### src/rtl/ms_timer_pkg.sv
// Shared definitions for the millisecond timer scheduler: arbiter state
// encoding and the default 50 MHz -> 1 ms prescale ratio.
package ms_timer_pkg;

    typedef enum logic [0:0] {
        ARB_IDLE  = 1'b0,
        ARB_GRANT = 1'b1
    } arb_state_e;

    localparam int CLK_DIV_50MHZ_1MS = 50000;

endpackage

### src/rtl/ms_timer_sched_if.sv
// CPU-facing bus of the timer scheduler: channel write port plus the
// interrupt request / ID / acknowledge handshake.
interface ms_timer_sched_if #(
    parameter int IDW = 2,
    parameter int CW  = 16
);
    logic           wr_en;
    logic [IDW-1:0] wr_ch;
    logic [CW-1:0]  wr_load;
    logic           wr_periodic;
    logic           irq;
    logic [IDW-1:0] irq_ch;
    logic           irq_ack;

    modport master (
        output wr_en, wr_ch, wr_load, wr_periodic, irq_ack,
        input  irq, irq_ch
    );

    modport slave (
        input  wr_en, wr_ch, wr_load, wr_periodic, irq_ack,
        output irq, irq_ch
    );
endinterface

### src/rtl/ms_tick_gen.sv
// Prescaler: counts 0..CLK_DIV-1 and emits a registered one-cycle tick on
// each wrap, so the first tick lands CLK_DIV cycles after reset.
module ms_tick_gen
    import ms_timer_pkg::*;
#(
    parameter int CLK_DIV = CLK_DIV_50MHZ_1MS
) (
    input  logic clk,
    input  logic reset,
    output logic tick
);
    localparam int PW = (CLK_DIV > 1) ? $clog2(CLK_DIV) : 1;

    logic [PW-1:0] cnt_q, cnt_d;
    logic          tick_q, tick_d;

    always_comb begin
        tick_d = (cnt_q == PW'(CLK_DIV - 1));
        cnt_d  = tick_d ? '0 : cnt_q + 1'b1;
    end

    always_ff @(posedge clk) begin
        if (reset) begin
            cnt_q  <= '0;
            tick_q <= 1'b0;
        end else begin
            cnt_q  <= cnt_d;
            tick_q <= tick_d;
        end
    end

    assign tick = tick_q;
endmodule

### src/rtl/ms_timer_sched.sv
// Multi-channel 1 ms countdown timers with round-robin expiry arbitration
// onto a single acknowledged interrupt line.
module ms_timer_sched
    import ms_timer_pkg::*;
#(
    parameter int CLK_DIV = CLK_DIV_50MHZ_1MS,
    parameter int NCH     = 4,
    parameter int CW      = 16,
    parameter int IDW     = 2
) (
    input  logic             clk,
    input  logic             reset,
    ms_timer_sched_if.slave  bus,
    output logic             tick_1ms,
    output logic [NCH-1:0]   active,
    output logic [NCH-1:0]   overrun
);
    logic [NCH-1:0] pend_vec;
    logic [NCH-1:0] clr;

    ms_tick_gen #(.CLK_DIV(CLK_DIV)) u_tick (
        .clk   (clk),
        .reset (reset),
        .tick  (tick_1ms)
    );

    for (genvar c = 0; c < NCH; c++) begin : g_ch
        logic [CW-1:0] load_q, load_d, cnt_q, cnt_d;
        logic          per_q, per_d, act_q, act_d;
        logic          pend_q, pend_d, ovr_q, ovr_d;
        logic          wr_hit, expire;

        always_comb begin
            wr_hit = bus.wr_en && (bus.wr_ch == IDW'(c));
            // A write on the same cycle discards the expiry entirely.
            expire = tick_1ms && act_q && (cnt_q == CW'(1)) && !wr_hit;
            load_d = load_q;
            cnt_d  = cnt_q;
            per_d  = per_q;
            act_d  = act_q;
            ovr_d  = ovr_q;
            // Expiry beats a simultaneous acknowledge so the event is not lost.
            pend_d = expire ? 1'b1 : (clr[c] ? 1'b0 : pend_q);
            if (wr_hit) begin
                ovr_d = 1'b0;
                if (bus.wr_load != '0) begin
                    load_d = bus.wr_load;
                    cnt_d  = bus.wr_load;
                    act_d  = 1'b1;
                    per_d  = bus.wr_periodic;
                end else begin
                    act_d = 1'b0;
                    cnt_d = '0;
                end
            end else if (tick_1ms && act_q) begin
                if (cnt_q > CW'(1)) begin
                    cnt_d = cnt_q - 1'b1;
                end else if (expire) begin
                    if (pend_q && !clr[c]) ovr_d = 1'b1;
                    if (per_q) begin
                        cnt_d = load_q;
                    end else begin
                        cnt_d = '0;
                        act_d = 1'b0;
                    end
                end
            end
        end

        always_ff @(posedge clk) begin
            if (reset) begin
                load_q <= '0;
                cnt_q  <= '0;
                per_q  <= 1'b0;
                act_q  <= 1'b0;
                pend_q <= 1'b0;
                ovr_q  <= 1'b0;
            end else begin
                load_q <= load_d;
                cnt_q  <= cnt_d;
                per_q  <= per_d;
                act_q  <= act_d;
                pend_q <= pend_d;
                ovr_q  <= ovr_d;
            end
        end

        assign pend_vec[c] = pend_q;
        assign active[c]   = act_q;
        assign overrun[c]  = ovr_q;
    end

    // Returns {found, index} of the first request at or after last+1, wrapping.
    function automatic logic [IDW:0] rr_pick(input logic [NCH-1:0] req,
                                             input logic [IDW-1:0] last);
        logic [IDW:0] r;
        int           idx;
        r = '0;
        for (int i = 1; i <= NCH; i++) begin
            idx = (int'(last) + i) % NCH;
            if (req[idx] && !r[IDW]) r = {1'b1, IDW'(idx)};
        end
        return r;
    endfunction

    arb_state_e     state_q, state_d;
    logic [IDW-1:0] irq_ch_q, irq_ch_d, last_q, last_d;
    logic [IDW:0]   pick;

    always_ff @(posedge clk) begin
        if (reset) begin
            state_q  <= ARB_IDLE;
            irq_ch_q <= '0;
            last_q   <= IDW'(NCH - 1);
        end else begin
            state_q  <= state_d;
            irq_ch_q <= irq_ch_d;
            last_q   <= last_d;
        end
    end

    always_comb begin
        pick     = rr_pick(pend_vec, last_q);
        state_d  = state_q;
        irq_ch_d = irq_ch_q;
        last_d   = last_q;
        case (state_q)
            ARB_IDLE: begin
                if (pick[IDW]) begin
                    irq_ch_d = pick[IDW-1:0];
                    state_d  = ARB_GRANT;
                end
            end
            ARB_GRANT: begin
                if (bus.irq_ack) begin
                    last_d  = irq_ch_q;
                    state_d = ARB_IDLE;
                end
            end
            default: state_d = ARB_IDLE;
        endcase
    end

    always_comb begin
        clr = '0;
        if (state_q == ARB_GRANT && bus.irq_ack) clr[irq_ch_q] = 1'b1;
    end

    assign bus.irq    = (state_q == ARB_GRANT);
    assign bus.irq_ch = irq_ch_q;
endmodule

### src/flat_wrapper.sv
// flat-port wrapper written by rule: the top's interface ports become plain ports
module ms_timer_sched_flat import ms_timer_pkg::*;
#(
    parameter int CLK_DIV = CLK_DIV_50MHZ_1MS,
    parameter int NCH     = 4,
    parameter int CW      = 16,
    parameter int IDW     = 2
)
  (clk, reset, tick_1ms, active, overrun, bus_wr_en, bus_wr_ch, bus_wr_load, bus_wr_periodic, bus_irq_ack, bus_irq, bus_irq_ch);
  ms_timer_sched_if #(.IDW(IDW), .CW(CW)) bus_i ();
  input  logic clk;
  input  logic reset;
  output logic tick_1ms;
  output logic [NCH-1:0] active;
  output logic [NCH-1:0] overrun;
  input wire logic [$bits(bus_i.wr_en)-1:0] bus_wr_en;
  input wire logic [$bits(bus_i.wr_ch)-1:0] bus_wr_ch;
  input wire logic [$bits(bus_i.wr_load)-1:0] bus_wr_load;
  input wire logic [$bits(bus_i.wr_periodic)-1:0] bus_wr_periodic;
  input wire logic [$bits(bus_i.irq_ack)-1:0] bus_irq_ack;
  output wire logic [$bits(bus_i.irq)-1:0] bus_irq;
  output wire logic [$bits(bus_i.irq_ch)-1:0] bus_irq_ch;
  assign bus_i.wr_en = bus_wr_en;
  assign bus_i.wr_ch = bus_wr_ch;
  assign bus_i.wr_load = bus_wr_load;
  assign bus_i.wr_periodic = bus_wr_periodic;
  assign bus_i.irq_ack = bus_irq_ack;
  assign bus_irq = bus_i.irq;
  assign bus_irq_ch = bus_i.irq_ch;
  ms_timer_sched #(.CLK_DIV(CLK_DIV), .NCH(NCH), .CW(CW), .IDW(IDW)) u_core (.clk(clk), .reset(reset), .bus(bus_i), .tick_1ms(tick_1ms), .active(active), .overrun(overrun));
endmodule
### config.mk
export PLATFORM = sky130hd
export DESIGN_NAME = ms_timer_sched_flat
export DESIGN_NICKNAME = d
export VERILOG_FILES = /design/src/rtl/ms_timer_pkg.sv /design/src/rtl/ms_timer_sched_if.sv /design/src/rtl/ms_tick_gen.sv /design/src/rtl/ms_timer_sched.sv /design/src/flat_wrapper.sv
export SDC_FILE = /design/constraint.sdc
export NUM_CORES = 1
export LEC_CHECK = 0
export CORE_ASPECT_RATIO = 0.7
export CORE_MARGIN = 8
export CORE_UTILIZATION = 30
export DETAILED_ROUTE_END_ITERATION = 8
export PLACE_DENSITY_LB_ADDON = 0.3
export SYNTH_ARGS = -nofsm -noshare
export SYNTH_HDL_FRONTEND = slang
export SYNTH_SLANG_ARGS = --single-unit
### constraint.sdc
create_clock -name clk -period 3.1 [get_ports clk]
set_input_delay 0.775 -clock clk [delete_from_list [all_inputs] [get_ports clk]]
set_output_delay 0.775 -clock clk [all_outputs]
set_load 0.1 [all_outputs]
==> results.toml <==
[cells_and_area]
diodes = 0
drive_above_1_share_pct = 12.5
layout.cells.non_filler = 1522
post-route-util_pct = 36.2
fill_cells = 2887
multi_input_area_um2 = 4800
seqCellArea_um2 = 3320
finalNetCount = 1170
synthToLayoutAreaGrowth_pct = 18.1

[clocking]
cts_root_buf = "clkbuf_16"
cts_max_level = 4
cts_tree = "yes"
cts_hold_buf = 0
clock_latency_ps = 430
cts_setup_buffers = 0
clock-sinks = 166
cts-buffers-inserted = 17
clockBufferDepth = 2
path_clk_slew_ps = 70
ctsResizeCount = 0

[routing]
topRoutingLayerUsed = "met4"
wl_per_cell_um = 17.9
dr_wl_met2_mm = 11.2
drc = 0
drt-total-wl_mm = 27.2
drt-initial-drc-count = 1027
ant_nets = 0
drt_pass1_iterations = 6
wl_met3_mm = 2.17
vias_per_cell = 5.41
vias = 8230
drt-met1-wl_mm = 13.3

[synth]
synth_top_area_share_pct = 38.9
async_flop_share_pct = 0
avgSynthCellArea_um2 = 7.72
yosysSeqAreaShare_pct = 38.9
yosysUniqueCellTypes = 72
synth-edff-count = 0
synth-main-ff-cell = "dfxtp_1"
syn_area_um2 = 8540
syn-instance-count = 1106
synth-seq-cells = 166
syn-num-nets = 1138
yosys-top-cells-area = "dfxtp_1 (39%), nand2_1 (8.7%), a21oi_1 (6.9%), nor2_1 (5.6%), clkbuf_1 (2.9%)"
ys.warnings.count = 0
yosysTopAreaCell = "dfxtp_1"

[worst_setup_path]
timing.rr.start = "u_core.g_ch[0].cnt_q[5]$_SDFFE_PP0P_"
cp-start-kind = "flop"
worstReg2RegEnd = "u_core.g_ch[0].cnt_q[5]$_SDFFE_PP0P_"
crit_fanout = 26
cp_common_cell = "or4_4"
reg2reg_depth = 7
endpoint_kind = "flop"
setup.worst_path.class = "reg2reg"
cpPeakStageDelay_ps = 560
crit_chain = "or4_4, or4_4, or2_0, a311o_1, buf_4, o311a_1, nor3_1"
cp_slowest_cell = "or4_4"
arrival_ps = 3230
required_ps = 3450
r2r_slack_ps = 220

[timing]
skew_ps = 8.72
slew_violations = 0
rsz0062_at_grt = "no"
relSlewSlack_pct = 20.7
fin_crit_ps = 2880
worst_pin_slew_ps = 1180
max_freq_ghz = 0.348
final-hold-violation-count = 0
tns_ps = 0
setup_viol = 0
period_share_pct = 92.8

[power_and_ir_drop]
cellPowerDensity_nw_per_um2 = 587
p_leak_nw = 3.74
irDropWorstVdd_mv = 0.379

[floorplan]
rows = 51
fp.dieArea_um2 = 34200
core_um2 = 27900
ios = 35
die-height_um = 157
initial_core_util_pct = 30.6
die_w_um = 218

[grt]
grtUsageTotal_pct = 15.8
antenna_found_initial = 0
grt-ovfl-total = 0
grt_start_max_net_pins = 77
grt_pass1_vias = 7528
grt_pass1_wl_mm = 42.8

[hold_path]
min_path_cells = 2
min_from = "u_core.g_ch[1].load_q[0]$_SDFFE_PP0P_"
hold_class = "reg2reg"
holdPathEnd = "u_core.g_ch[1].load_q[0]$_SDFFE_PP0P_"

[place]
dpl.hpwl_mm = 18.6
dp.cells = 1490
port_buffers = 34
gp_congestion = 0.840

[run_status]
status = "finished clean"

[flow_run]
cap_violations = 0
## logic make-up (layout without fill, tap and decap cells)
kind of cell             count (synthesis)  count (layout)  share of synthesized area (%)
XOR/XNOR                                47              47                           4.82
multiplexers                             2               2                          0.234
AO/OA/AOI/OAI                          293             293                           23.2
buffers and inverters                   98             143                           5.05
flip-flops                             166             166                           38.9
AND/OR/NAND/NOR                        491             491                           26.5
adder cells (fa/ha/maj)                  9               9                           1.32
## through the flow
| step | cell area [um2] | hold WS, ps | setup slack [ps] | total power [mW] |
|---|---|---|---|---|
| CTS | 10100 | 451 | 245 | 5.94 |
| floorplan | 8540 | 426 | 451 | 3.27 |
| global route | 10100 | 465 | 79.4 | 6.19 |
| finish | 10100 | 449 | 223 | 5.92 |
| detailed placement | 9460 | 442 | 32.3 | 3.63 |
| global placement | 9460 | 438 | 55.8 | 3.63 |
## layout by cell type, fill, tap and decap left out, types with 5 or more instances in the layout
| master | netlist | routed |
|---|---|---|
| a221oi_1 | 8 | 8 |
| a211o_1 | 5 | 5 |
| nor4_1 | 22 | 22 |
| o31ai_1 | 9 | 9 |
| o21ai_1 | 4 | 5 |
| a311oi_2 | 9 | 9 |
| clkbuf_16 | 0 | 17 |
| nor2_1 | 127 | 127 |
| a311oi_1 | 27 | 27 |
| o211ai_1 | 7 | 7 |
| a211oi_1 | 6 | 6 |
| o21ai_0 | 40 | 39 |
| and3_1 | 32 | 32 |
| xor2_1 | 25 | 25 |
| nand2_1 | 197 | 197 |
| a21oi_1 | 117 | 117 |
| or2_2 | 9 | 9 |
| o41ai_1 | 6 | 6 |
| dfxtp_1 | 166 | 166 |
| nor3_1 | 27 | 27 |
| buf_4 | 9 | 74 |
| clkdlybuf4s50_1 | 0 | 21 |
| a31oi_1 | 9 | 9 |
| inv_1 | 13 | 13 |
| ha_1 | 9 | 9 |
| a31o_2 | 6 | 6 |
| or4_1 | 14 | 14 |
| nand3_1 | 23 | 23 |
| xnor2_1 | 22 | 22 |
| or3_1 | 12 | 12 |
## where the power goes
group / total [mW] / switching, mW / internal [mW]
logic: 1.30 / 0.779 / 0.523
clock network: 2.30 / 0.948 / 1.35
registers: 2.31 / 0.0949 / 2.22
total: 5.92 / 1.82 / 4.10
## routing by layer
layer | vias up | track usage (%)
met5 | - | 0
met4 | 0 | 4.79
met3 | 29 | 2.78
met2 | 288 | 22.5
met1 | 3872 | 23.5
li1 | 4041 | -
## worst max path at each step
stage | endpoint | slack [ps] | from | cells after the start
after global placement | u_core.g_ch[2].cnt_q[9]$_SDFFE_PP0P_ | 60 | bus_wr_load[2] | 7
after floorplan | u_core.g_ch[0].cnt_q[9]$_SDFFE_PP0P_ | 450 | u_core.g_ch[0].cnt_q[5]$_SDFFE_PP0P_ | 9
after global routing | u_core.g_ch[2].cnt_q[4]$_SDFFE_PP0P_ | 80 | u_core.g_ch[2].cnt_q[11]$_SDFFE_PP0P_ | 5
after detailed placement | u_core.g_ch[2].cnt_q[9]$_SDFFE_PP0P_ | 30 | bus_wr_load[2] | 7
after CTS | u_core.g_ch[0].cnt_q[5]$_SDFFE_PP0P_ | 240 | u_core.g_ch[0].cnt_q[5]$_SDFFE_PP0P_ | 7
final | u_core.g_ch[0].cnt_q[5]$_SDFFE_PP0P_ | 220 | u_core.g_ch[0].cnt_q[5]$_SDFFE_PP0P_ | 7
## worst max-delay path: cells and delay by family, from the launching register on
kind / cells / cell delay (ps)
buffers and inverters: 1 / 230
AOI/OAI and AO/OA: 2 / 540
and+or+nand+nor: 4 / 1650
DFF: 1 / 360
## sequential cells by signal, indices dropped and copies added, names as in the netlist
signal               cells
u_core.g_ch.ovr_q        4
u_core.u_tick.cnt_q     16
u_core.g_ch.load_q      64
u_core.g_ch.cnt_q       64
u_core.g_ch.act_q        4
u_core.bus.irq           1
u_core.last_q            2
u_core.u_tick.tick       1
u_core.g_ch.per_q        4
u_core.g_ch.pend_q       4
u_core.bus.irq_ch        2
## cell usage after synthesis (5+ instances only)
library cell,number
or2_2,9
o211ai_1,7
o41ai_1,6
a211oi_1,6
o31ai_1,9
nand3_1,23
a311oi_1,27
xor2_1,25
buf_2,6
o21ai_0,40
a221oi_1,8
a21oi_1,117
or3_1,12
nor2_1,127
nand2_1,197
or4_1,14
a211o_1,5
clkbuf_1,65
dfxtp_1,166
nor4_1,22
inv_1,13
xnor2_1,22
a311oi_2,9
ha_1,9
buf_4,9
a31oi_1,9
a31o_2,6
and3_1,32
nor3_1,27
## layout make-up
| type | instances | share of cell area (%) |
|---|---|---|
| Tap cell | 371 | 4.60 |
| Inverter | 13 | 0.484 |
| Clock buffer | 17 | 4.22 |
| Clock inverter | 15 | 2.00 |
| Timing Repair Buffer | 98 | 8.19 |
| Multi-Input combinational cell | 842 | 47.6 |
| Sequential cell | 166 | 32.9 |
Note: power is estimated with default switching activity, not from simulation.
